===== src/rtl/centroid_tracker_if.sv =====
// Pixel-stream inputs and per-frame result outputs of centroid_tracker, plus the FSM state for observation.
interface centroid_tracker_if #(
   parameter int DATA_WIDTH     = 8,
   parameter int INTERNAL_WIDTH = 32
);
   localparam int CNT_WIDTH = INTERNAL_WIDTH - DATA_WIDTH;

   logic [DATA_WIDTH-1:0] data_in_x;
   logic [DATA_WIDTH-1:0] data_in_y;
   logic                  data_enable;
   logic                  data_end;
   logic                  busy;
   logic [DATA_WIDTH-1:0] centroid_x;
   logic [DATA_WIDTH-1:0] centroid_y;
   logic [DATA_WIDTH-1:0] bbox_min_x;
   logic [DATA_WIDTH-1:0] bbox_max_x;
   logic [DATA_WIDTH-1:0] bbox_min_y;
   logic [DATA_WIDTH-1:0] bbox_max_y;
   logic [CNT_WIDTH-1:0]  pixel_count;
   logic                  result_valid;
   logic                  done;
   logic [1:0]            state;

   // No back-pressure: a sample (data_enable) or frame end (data_end) is taken on any
   // cycle where busy=0 and silently dropped while busy=1; done is a one-cycle strobe.
   modport master (
      output data_in_x, data_in_y, data_enable, data_end,
      input  busy, centroid_x, centroid_y, bbox_min_x, bbox_max_x, bbox_min_y, bbox_max_y,
      input  pixel_count, result_valid, done, state
   );

   modport slave (
      input  data_in_x, data_in_y, data_enable, data_end,
      output busy, centroid_x, centroid_y, bbox_min_x, bbox_max_x, bbox_min_y, bbox_max_y,
      output pixel_count, result_valid, done, state
   );
endinterface


===== src/rtl/centroid_tracker.sv =====
// Per-frame centroid, bounding box and pixel count of a masked (x,y) stream,
// with quotients from two parallel one-bit-per-cycle restoring dividers.
module centroid_tracker #(
   parameter int DATA_WIDTH     = 8,
   parameter int INTERNAL_WIDTH = 32,
   parameter int MIN_COUNT      = 16
) (
   input logic            clk,
   input logic            rst,
   centroid_tracker_if.slave bus
);
   localparam int CNT_WIDTH = INTERNAL_WIDTH - DATA_WIDTH;
   localparam int STEP_W    = $clog2(INTERNAL_WIDTH);
   localparam logic [CNT_WIDTH-1:0] CNT_MAX   = '1;
   localparam logic [CNT_WIDTH-1:0] MIN_CNT   = CNT_WIDTH'(MIN_COUNT);
   localparam logic [STEP_W-1:0]    LAST_STEP = STEP_W'(INTERNAL_WIDTH - 1);

   typedef enum logic [1:0] {S_IDLE, S_ACCUM, S_DIVIDE, S_DONE} state_t;

   state_t state, state_next;

   logic [INTERNAL_WIDTH-1:0] sum_x, sum_y, sum_x_nxt, sum_y_nxt;
   logic [CNT_WIDTH-1:0]      count, count_nxt;
   logic [DATA_WIDTH-1:0]     min_x, max_x, min_y, max_y;
   logic [DATA_WIDTH-1:0]     min_x_nxt, max_x_nxt, min_y_nxt, max_y_nxt;

   logic [STEP_W-1:0]         step;
   logic [INTERNAL_WIDTH-1:0] rem_x, rem_y, quo_x, quo_y, divisor;
   logic [INTERNAL_WIDTH:0]   shift_x, shift_y;
   logic                      take_x, take_y;
   logic                      valid_now;

   logic [DATA_WIDTH-1:0]     centroid_x, centroid_y;
   logic [DATA_WIDTH-1:0]     bbox_min_x, bbox_max_x, bbox_min_y, bbox_max_y;
   logic [CNT_WIDTH-1:0]      pixel_count;
   logic                      result_valid, done;

   always_comb begin
      state_next = state;
      case (state)
         S_IDLE: begin
            if (bus.data_enable)   state_next = bus.data_end ? S_DIVIDE : S_ACCUM;
            else if (bus.data_end) state_next = S_DONE;
         end
         S_ACCUM:  if (bus.data_end) state_next = S_DIVIDE;
         S_DIVIDE: if (step == LAST_STEP) state_next = S_DONE;
         S_DONE:   state_next = S_IDLE;
         default:  state_next = S_IDLE;
      endcase
   end

   // Once the counter saturates the whole sample is dropped so sum/count stays a true mean.
   always_comb begin
      sum_x_nxt = sum_x;
      sum_y_nxt = sum_y;
      count_nxt = count;
      min_x_nxt = min_x;
      max_x_nxt = max_x;
      min_y_nxt = min_y;
      max_y_nxt = max_y;
      if (state == S_IDLE) begin
         if (bus.data_enable) begin
            sum_x_nxt = INTERNAL_WIDTH'(bus.data_in_x);
            sum_y_nxt = INTERNAL_WIDTH'(bus.data_in_y);
            count_nxt = CNT_WIDTH'(1);
            min_x_nxt = bus.data_in_x;
            max_x_nxt = bus.data_in_x;
            min_y_nxt = bus.data_in_y;
            max_y_nxt = bus.data_in_y;
         end else if (bus.data_end) begin
            count_nxt = '0;
         end
      end else if (state == S_ACCUM && bus.data_enable && count != CNT_MAX) begin
         sum_x_nxt = sum_x + INTERNAL_WIDTH'(bus.data_in_x);
         sum_y_nxt = sum_y + INTERNAL_WIDTH'(bus.data_in_y);
         count_nxt = count + CNT_WIDTH'(1);
         if (bus.data_in_x < min_x) min_x_nxt = bus.data_in_x;
         if (bus.data_in_x > max_x) max_x_nxt = bus.data_in_x;
         if (bus.data_in_y < min_y) min_y_nxt = bus.data_in_y;
         if (bus.data_in_y > max_y) max_y_nxt = bus.data_in_y;
      end
   end

   always_comb begin
      divisor   = INTERNAL_WIDTH'(count);
      shift_x   = {rem_x, quo_x[INTERNAL_WIDTH-1]};
      shift_y   = {rem_y, quo_y[INTERNAL_WIDTH-1]};
      take_x    = shift_x >= {1'b0, divisor};
      take_y    = shift_y >= {1'b0, divisor};
      valid_now = (count != '0) && ((MIN_COUNT == 0) || (count >= MIN_CNT));
   end

   always_ff @(posedge clk) begin
      if (rst) begin
         state        <= S_IDLE;
         sum_x        <= '0;
         sum_y        <= '0;
         count        <= '0;
         min_x        <= '0;
         max_x        <= '0;
         min_y        <= '0;
         max_y        <= '0;
         step         <= '0;
         rem_x        <= '0;
         rem_y        <= '0;
         quo_x        <= '0;
         quo_y        <= '0;
         centroid_x   <= '0;
         centroid_y   <= '0;
         bbox_min_x   <= '0;
         bbox_max_x   <= '0;
         bbox_min_y   <= '0;
         bbox_max_y   <= '0;
         pixel_count  <= '0;
         result_valid <= 1'b0;
         done         <= 1'b0;
      end else begin
         state <= state_next;
         sum_x <= sum_x_nxt;
         sum_y <= sum_y_nxt;
         count <= count_nxt;
         min_x <= min_x_nxt;
         max_x <= max_x_nxt;
         min_y <= min_y_nxt;
         max_y <= max_y_nxt;
         // Dividends load from the next-sum values so a sample on the data_end cycle is included.
         if (state != S_DIVIDE && state_next == S_DIVIDE) begin
            rem_x <= '0;
            rem_y <= '0;
            quo_x <= sum_x_nxt;
            quo_y <= sum_y_nxt;
            step  <= '0;
         end else if (state == S_DIVIDE) begin
            rem_x <= take_x ? (shift_x[INTERNAL_WIDTH-1:0] - divisor) : shift_x[INTERNAL_WIDTH-1:0];
            rem_y <= take_y ? (shift_y[INTERNAL_WIDTH-1:0] - divisor) : shift_y[INTERNAL_WIDTH-1:0];
            quo_x <= {quo_x[INTERNAL_WIDTH-2:0], take_x};
            quo_y <= {quo_y[INTERNAL_WIDTH-2:0], take_y};
            step  <= step + STEP_W'(1);
         end
         done <= (state == S_DONE);
         if (state == S_DONE) begin
            pixel_count  <= count;
            result_valid <= valid_now;
            centroid_x   <= valid_now ? quo_x[DATA_WIDTH-1:0] : '0;
            centroid_y   <= valid_now ? quo_y[DATA_WIDTH-1:0] : '0;
            bbox_min_x   <= valid_now ? min_x : '0;
            bbox_max_x   <= valid_now ? max_x : '0;
            bbox_min_y   <= valid_now ? min_y : '0;
            bbox_max_y   <= valid_now ? max_y : '0;
         end
      end
   end

   assign bus.busy         = (state == S_DIVIDE) || (state == S_DONE);
   assign bus.state        = state;
   assign bus.centroid_x   = centroid_x;
   assign bus.centroid_y   = centroid_y;
   assign bus.bbox_min_x   = bbox_min_x;
   assign bus.bbox_max_x   = bbox_max_x;
   assign bus.bbox_min_y   = bbox_min_y;
   assign bus.bbox_max_y   = bbox_max_y;
   assign bus.pixel_count  = pixel_count;
   assign bus.result_valid = result_valid;
   assign bus.done         = done;
endmodule


===== src/flat_wrapper.sv =====
// flat-port wrapper written by rule: the top's interface ports become plain ports
module centroid_tracker_flat 
#(
   parameter int DATA_WIDTH     = 8,
   parameter int INTERNAL_WIDTH = 32,
   parameter int MIN_COUNT      = 16
)
  (clk, rst, bus_data_in_x, bus_data_in_y, bus_data_enable, bus_data_end, bus_busy, bus_centroid_x, bus_centroid_y, bus_bbox_min_x, bus_bbox_max_x, bus_bbox_min_y, bus_bbox_max_y, bus_pixel_count, bus_result_valid, bus_done, bus_state);
  centroid_tracker_if #(.DATA_WIDTH(DATA_WIDTH), .INTERNAL_WIDTH(INTERNAL_WIDTH)) bus_i ();
  input logic clk;
  input logic rst;
  input wire logic [$bits(bus_i.data_in_x)-1:0] bus_data_in_x;
  input wire logic [$bits(bus_i.data_in_y)-1:0] bus_data_in_y;
  input wire logic [$bits(bus_i.data_enable)-1:0] bus_data_enable;
  input wire logic [$bits(bus_i.data_end)-1:0] bus_data_end;
  output wire logic [$bits(bus_i.busy)-1:0] bus_busy;
  output wire logic [$bits(bus_i.centroid_x)-1:0] bus_centroid_x;
  output wire logic [$bits(bus_i.centroid_y)-1:0] bus_centroid_y;
  output wire logic [$bits(bus_i.bbox_min_x)-1:0] bus_bbox_min_x;
  output wire logic [$bits(bus_i.bbox_max_x)-1:0] bus_bbox_max_x;
  output wire logic [$bits(bus_i.bbox_min_y)-1:0] bus_bbox_min_y;
  output wire logic [$bits(bus_i.bbox_max_y)-1:0] bus_bbox_max_y;
  output wire logic [$bits(bus_i.pixel_count)-1:0] bus_pixel_count;
  output wire logic [$bits(bus_i.result_valid)-1:0] bus_result_valid;
  output wire logic [$bits(bus_i.done)-1:0] bus_done;
  output wire logic [$bits(bus_i.state)-1:0] bus_state;
  assign bus_i.data_in_x = bus_data_in_x;
  assign bus_i.data_in_y = bus_data_in_y;
  assign bus_i.data_enable = bus_data_enable;
  assign bus_i.data_end = bus_data_end;
  assign bus_busy = bus_i.busy;
  assign bus_centroid_x = bus_i.centroid_x;
  assign bus_centroid_y = bus_i.centroid_y;
  assign bus_bbox_min_x = bus_i.bbox_min_x;
  assign bus_bbox_max_x = bus_i.bbox_max_x;
  assign bus_bbox_min_y = bus_i.bbox_min_y;
  assign bus_bbox_max_y = bus_i.bbox_max_y;
  assign bus_pixel_count = bus_i.pixel_count;
  assign bus_result_valid = bus_i.result_valid;
  assign bus_done = bus_i.done;
  assign bus_state = bus_i.state;
  centroid_tracker #(.DATA_WIDTH(DATA_WIDTH), .INTERNAL_WIDTH(INTERNAL_WIDTH), .MIN_COUNT(MIN_COUNT)) u_core (.clk(clk), .rst(rst), .bus(bus_i));
endmodule

===== config.mk =====
export PLATFORM = sky130hd
export DESIGN_NAME = centroid_tracker_flat
export DESIGN_NICKNAME = d
export VERILOG_FILES = /design/src/rtl/centroid_tracker_if.sv /design/src/rtl/centroid_tracker.sv /design/src/flat_wrapper.sv
export SDC_FILE = /design/constraint.sdc
export NUM_CORES = 1
export LEC_CHECK = 0
export ABC_AREA = 1
export BUFFER_PORTS_ARGS = -buffer_cell sky130_fd_sc_hd__buf_4
export CAP_MARGIN = 20
export CELL_PAD_IN_SITES_DETAIL_PLACEMENT = 0
export CELL_PAD_IN_SITES_GLOBAL_PLACEMENT = 1
export CORE_ASPECT_RATIO = 1.5
export CORE_UTILIZATION = 40
export CTS_CLUSTER_DIAMETER = 120
export DETAILED_ROUTE_END_ITERATION = 8
export GPL_TIMING_DRIVEN = 0
export PLACE_DENSITY = 0.72
export SLEW_MARGIN = 20
export SYNTH_ARGS = -nofsm -noshare
export SYNTH_HDL_FRONTEND = slang
export SYNTH_SLANG_ARGS = --single-unit

===== constraint.sdc =====
create_clock -name clk -period 2.7 [get_ports clk]
set_clock_uncertainty 0.15 [all_clocks]
set_input_delay 0.405 -clock clk [delete_from_list [all_inputs] [get_ports clk]]
set_output_delay 0.405 -clock clk [all_outputs]
set_load 0.005 [all_outputs]

Word-level counts from Yosys, hierarchy flattened

Index checks and enable logic that the tools add are counted.

Flip-flop bits (word level): 329
Bits of input ports: 20
Output and inout port bits: 77
Word-level logic and storage cells: 105

$add $sub $neg: 6
Order comparisons: 7
Eq/ne operators: 9
Multiplexer cells: 42
Reduce and logical (&&, ||, !) cells: 19

Operators by type and width:

| kind                  | number |
|---|---|
| $mux 32               | 12 |
| $mux 8                | 20 |
| $mux 24               | 4 |
| $ge 33x24->1          | 2 |
| $add 32x8->32         | 2 |
| $sub 32x24->32        | 2 |
| $add 24x1->24 const B | 1 |
| $ge 24x5->1 const B   | 1 |
| $ne 24x24->1 const B  | 1 |
| $reduce_bool 24->1    | 1 |
| $gt 8x8->1            | 2 |
| $lt 8x8->1            | 2 |
| $reduce_and 3->1      | 4 |
| $reduce_bool 2->1     | 6 |
| $mux 2                | 5 |
| $pmux 2 s4            | 1 |
| $eq 2x2->1 const B    | 3 |
| $add 5x1->5 const B   | 1 |
| $eq 5x5->1 const B    | 1 |
| $logic_and 1x1->1     | 4 |
| $ne 2x2->1 const B    | 2 |
| $ne 3x3->1 const B    | 1 |
| $eq 2x1->1 const B    | 1 |
| $logic_not 2->1       | 1 |
| other kinds (3)       | 3 |

Logic depth before layout (Yosys ltp)

Depth after elaboration: 6
Mapped depth: 17
Mapped depth without buffers: 16

Worst setup path after synthesis

OpenSTA, ideal clock, no wires.

Kind: register to register
From: register u_core.count[21]
To: register u_core.rem_y[11]
Setup time: 132 ps
Data arrival time: 2,120 ps
Required time: 2,418 ps
Setup slack: 298 ps
Cell stages (with the launch flop): 16
Path buffers: 2
Cells stage by stage: dfxtp_1 > clkbuf_1 > inv_1 > ha_1 > nand2_1 > nor2_1 > inv_1 > nor2_1 > nand2_1 > nor3_1 > nor2_2 > nand2_2 > buf_2 > nand2_1 > nand3_1 > a21oi_1

Longest elaborated chain between the ends: 2

RTL lines:

| element                | RTL line                | text |
|---|---|---|
| from (decl)            | centroid_tracker.sv:23  | `logic [CNT_WIDTH-1:0] count, count_nxt;` |
| from (signal assigned) | centroid_tracker.sv:121 | `count <= count_nxt;` |
| $ge 33x24->1           | centroid_tracker.sv:89  | `take_y = shift_y >= {1'b0, divisor};` |
| $mux 32                | centroid_tracker.sv:135 | `rem_y <= take_y ? (shift_y[INTERNAL_WIDTH-1:0] - divisor) : shift_y[INTERNAL_WIDTH-1:0];` |
| to (signal assigned)   | centroid_tracker.sv:135 |  |
| to (decl)              | centroid_tracker.sv:28  | `logic [INTERNAL_WIDTH-1:0] rem_x, rem_y, quo_x, quo_y, divisor;` |

No other way between the ends.
A chain may end at the register's enable or synchronous reset.

Worst setup path after layout

From: register u_core.count[9]
To: register u_core.rem_x[28]

Longest elaborated chain between the ends: 2

RTL lines:

| element                                        | RTL line                                        | text |
|---|---|---|
| $sub 32x24->32 or $ge 33x24->1 (tied branches) | centroid_tracker.sv:134, centroid_tracker.sv:88 |  |
| $mux 32 (*)                                    | centroid_tracker.sv:134                         | `rem_x <= take_x ? (shift_x[INTERNAL_WIDTH-1:0] - divisor) : shift_x[INTERNAL_WIDTH-1:0];` |
| to (signal assigned)                           | centroid_tracker.sv:134                         |  |
| to (decl)                                      | centroid_tracker.sv:28                          |  |

Mark *: on every way between the ends. The rest lies on a longest branch, timed or not.

==> out/metrics.csv <==
metric,value,unit
status,finished clean,
"CTS clk-pin slew, worst paths",0.06,ns
Min-Delay Endpoint,u_core.min_y[5],
CTS tree,done,
critical path peak fanout,8,
Seq cells post-synth,329,
vias in the first global route,21210,
core area,50800,sq um
Clock Latency Late Sink,0.57,ns
Worst R2R Path Depth,15,
worst path arrival time,2.96,ns
ANT nets after route,0,
post-DP HPWL,62.69,mm
# IOs,97,
gr ovfl total,0,
Mapped Cells,3279,
placed cell count,4043,
Hold WS,0.02374,ns
"Seq/Total Area, Yosys",31.90,%
r2r setup slk,0.08,ns
Mean Syn Cell Area,6.297,sq um
GRT Total Usage,30.10,%
Initial Util,40.64,%
Die H,280.3,um
Worst slew margin,33.78,%
"Hold Vio Cnt, Final",0,
CP Capture Type,register,
P&R area growth vs syn,22.17,%
clock tree buffer depth,3,
Worst Hold Launch,bus_data_in_y[5],
Max-Cap Viols,0,
Num CTS Buffers,38,
maximum clock frequency,382.0,MHz
Power Density,1369,nW/um^2
Rows,101,
# fillers,5375,
via count,21910,
Finished Layout Cells,4178,
largest net degree at the start of global routing,14,
Antenna Cells,0,
Yosys cell types,49,
Hold Path Depth,3,
Final nets,3610,
minimum clock period,2.618,ns
VDD IR max,0.001252,V
Worst Hold Class,input port to register,
Die W,187.5,um
drt via density,5.244,
"Warnings, synthesis",0,
Slew Limit Fails,0,
fin crit share,96.95,%
total number of H-tree levels,2,
first-pass GRT wire length,121.6,mm
initial detailed-routing violation count,1385,
Setup CP Type,register to register,
Routed WL per cell,19.31,um
endpoints failing setup,0,
quantity of I/O buffers inserted on ports,95,
Syn Nets,3401,
gp weighted congestion,0.9710,
worst endpoint required time,3.04,ns
RR Endpoint,u_core.rem_x[28],
share of cells above drive strength 1,13.94,%
Worst setup SP type,register,
initial antenna violation count,0,
mapped cell area,20650,sq um
Slew @ Worst Pin,0.9934,ns
TritonCTS Sinks,329,
RSZ-0062 raised after global routing,yes,
DIE AREA,52550,sq um
final WL,80.67,mm
Root Buffer,clkbuf_16,
reg2reg start,u_core.count[9],
DR pass1 iterations,5,
DRC viols,0,
leakage power,11.49,nW
placed cells by master (no fill, tap or decap), drive strengths merged, types with 15 or more instances in the layout:
cell type,n
clkbuf,127
inv,445
nand3b,60
nor2,263
xnor2,28
nand4,63
o22ai,64
nand2,1081
nand3,203
o21ai,117
a21oi,269
buf,194
ha,98
dfxtp,329
nor3,37
xor2,15
dlygate4sd3,15
nor4,15
state kept, by name (all words and copies together) (netlist names), 24 cells and up:
signal                  flops
u_core.bus.pixel_count     24
u_core.sum_y               32
u_core.rem_y               32
u_core.quo_x               32
u_core.sum_x               32
u_core.quo_y               32
u_core.rem_x               32
u_core.count               24
metrics by stage:
| stage | setup WS, ns | TNS (ns) | utilization, % | total power [mW] | cell area [sq um] |
|---|---|---|---|---|---|
| after floorplan | 0.2978 | 0 | - | 19.94 | 20650 |
| after global placement | -0.6894 | -48.02 | 43.69 | 25.54 | 22200 |
| after detailed placement | -0.6998 | -52.70 | 43.69 | 25.60 | 22200 |
| after CTS | -0.02580 | -0.1048 | 47.99 | 32.45 | 24380 |
| after global routing | -0.01019 | -0.03193 | 49.66 | 37.32 | 25230 |
| final | 0.08225 | 0 | 49.66 | 34.53 | 25230 |
final cells by class:
type                    instances  area (sq um)  share of cell area (%)
multi-input cells            2376         12700                   50.35
flip-flops and latches        329          6640                   26.32
inverters                     454          1747                   6.924
plain buffers                 118         649.4                   2.574
well taps                     669         837.1                   3.318
clock buffers                  48          1060                   4.201
clock inverters                13         145.1                  0.5754
repair buffers                171          1446                   5.734
cell usage after synthesis, drive strengths merged:
cell type | n | area (sq um)
a22o | 1 | 8.760
a21boi | 3 | 33.78
buf | 44 | 266.5
a22oi | 2 | 15.01
o21ai | 117 | 589.3
a221oi | 1 | 8.760
and3 | 3 | 18.77
and2 | 10 | 62.56
nand3 | 203 | 1026
ha | 98 | 1226
nor3b | 2 | 15.01
o22ai | 64 | 400.4
nand4 | 63 | 394.1
nand3b | 60 | 450.4
o211ai | 8 | 60.06
o221ai | 2 | 23.77
nor4 | 15 | 93.84
clkbuf | 76 | 285.3
xor2 | 15 | 131.4
o21bai | 5 | 37.54
xnor2 | 28 | 245.2
o21a | 9 | 67.56
nor3 | 37 | 206.5
a211oi | 1 | 7.510
clkinv | 1 | 3.750
fa | 4 | 80.08
or2 | 10 | 62.56
a31oi | 2 | 12.51
dfxtp | 329 | 6586
nor2 | 263 | 1062
inv | 453 | 1700
nand2 | 1081 | 4100
a21oi | 269 | 1365
routing by layer:
metal | up-vias | global-route usage, % | part of all wire, %
met5 | - | 0 | 0
met4 | 0 | 15.86 | 5.5
met3 | 178 | 3.365 | 4.3
met2 | 596 | 58.05 | 52
met1 | 10190 | 31.73 | 38
li1 | 10950 | - | -
logic make-up after synthesis:
kind of cell / count (synthesis) / synth area share (%)
adders and majority gates: 102 / 6.327
and+or+nand+nor: 1747 / 36.29
DFF: 329 / 31.90
xor gates and xnor gates: 43 / 1.824
AOI/OAI and AO/OA: 484 / 12.74
buffers and inverters: 574 / 10.93
how the worst max path moves through the flow:
stage | startpoint | to | slack (ns) | cells after the start
global route | u_core.count[5] | u_core.rem_x[24] | -0.01 | 14
floorplan | u_core.count[21] | u_core.rem_y[11] | 0.30 | 15
global placement | u_core.count[19] | u_core.rem_y[16] | -0.69 | 15
detailed placement | u_core.count[19] | u_core.rem_y[19] | -0.70 | 15
CTS | u_core.count[9] | u_core.rem_y[18] | -0.03 | 14
finish | u_core.count[9] | u_core.rem_x[28] | 0.08 | 15
report_power, final:
group          switching, mW  leakage, nW  internal [mW]
Combinational           15.0         8.20           8.52
Clock                   2.20        0.600           2.97
Sequential             0.480         2.68           5.31
worst max-delay path, stage by stage, from the launching register on:
cell        delay [ns]
dfxtp_2           0.38
clkinvlp_4        0.17
buf_4             0.19
ha_4              0.28
nand2_1           0.13
nor2_4            0.18
nand3_1           0.08
nor2_1            0.09
nand3_1           0.12
nand2_2           0.13
nor2_4            0.07
nand2_8           0.12
buf_4             0.15
clkbuf_16         0.14
nand2_1           0.05
a21oi_1           0.12
timing repair:
action / 4_1_cts / 5_1_grt
gates cloned: 1 / 3
endpoints found under the hold margin: 17 / 0
pin swaps: 10 / 32
endpoints found under the setup margin: 174 / 143
buffers inserted: 33 / 24
resized for setup: 127 / 151
hold buffers: 15 / 0
Power figures use the tool's default switching activity.
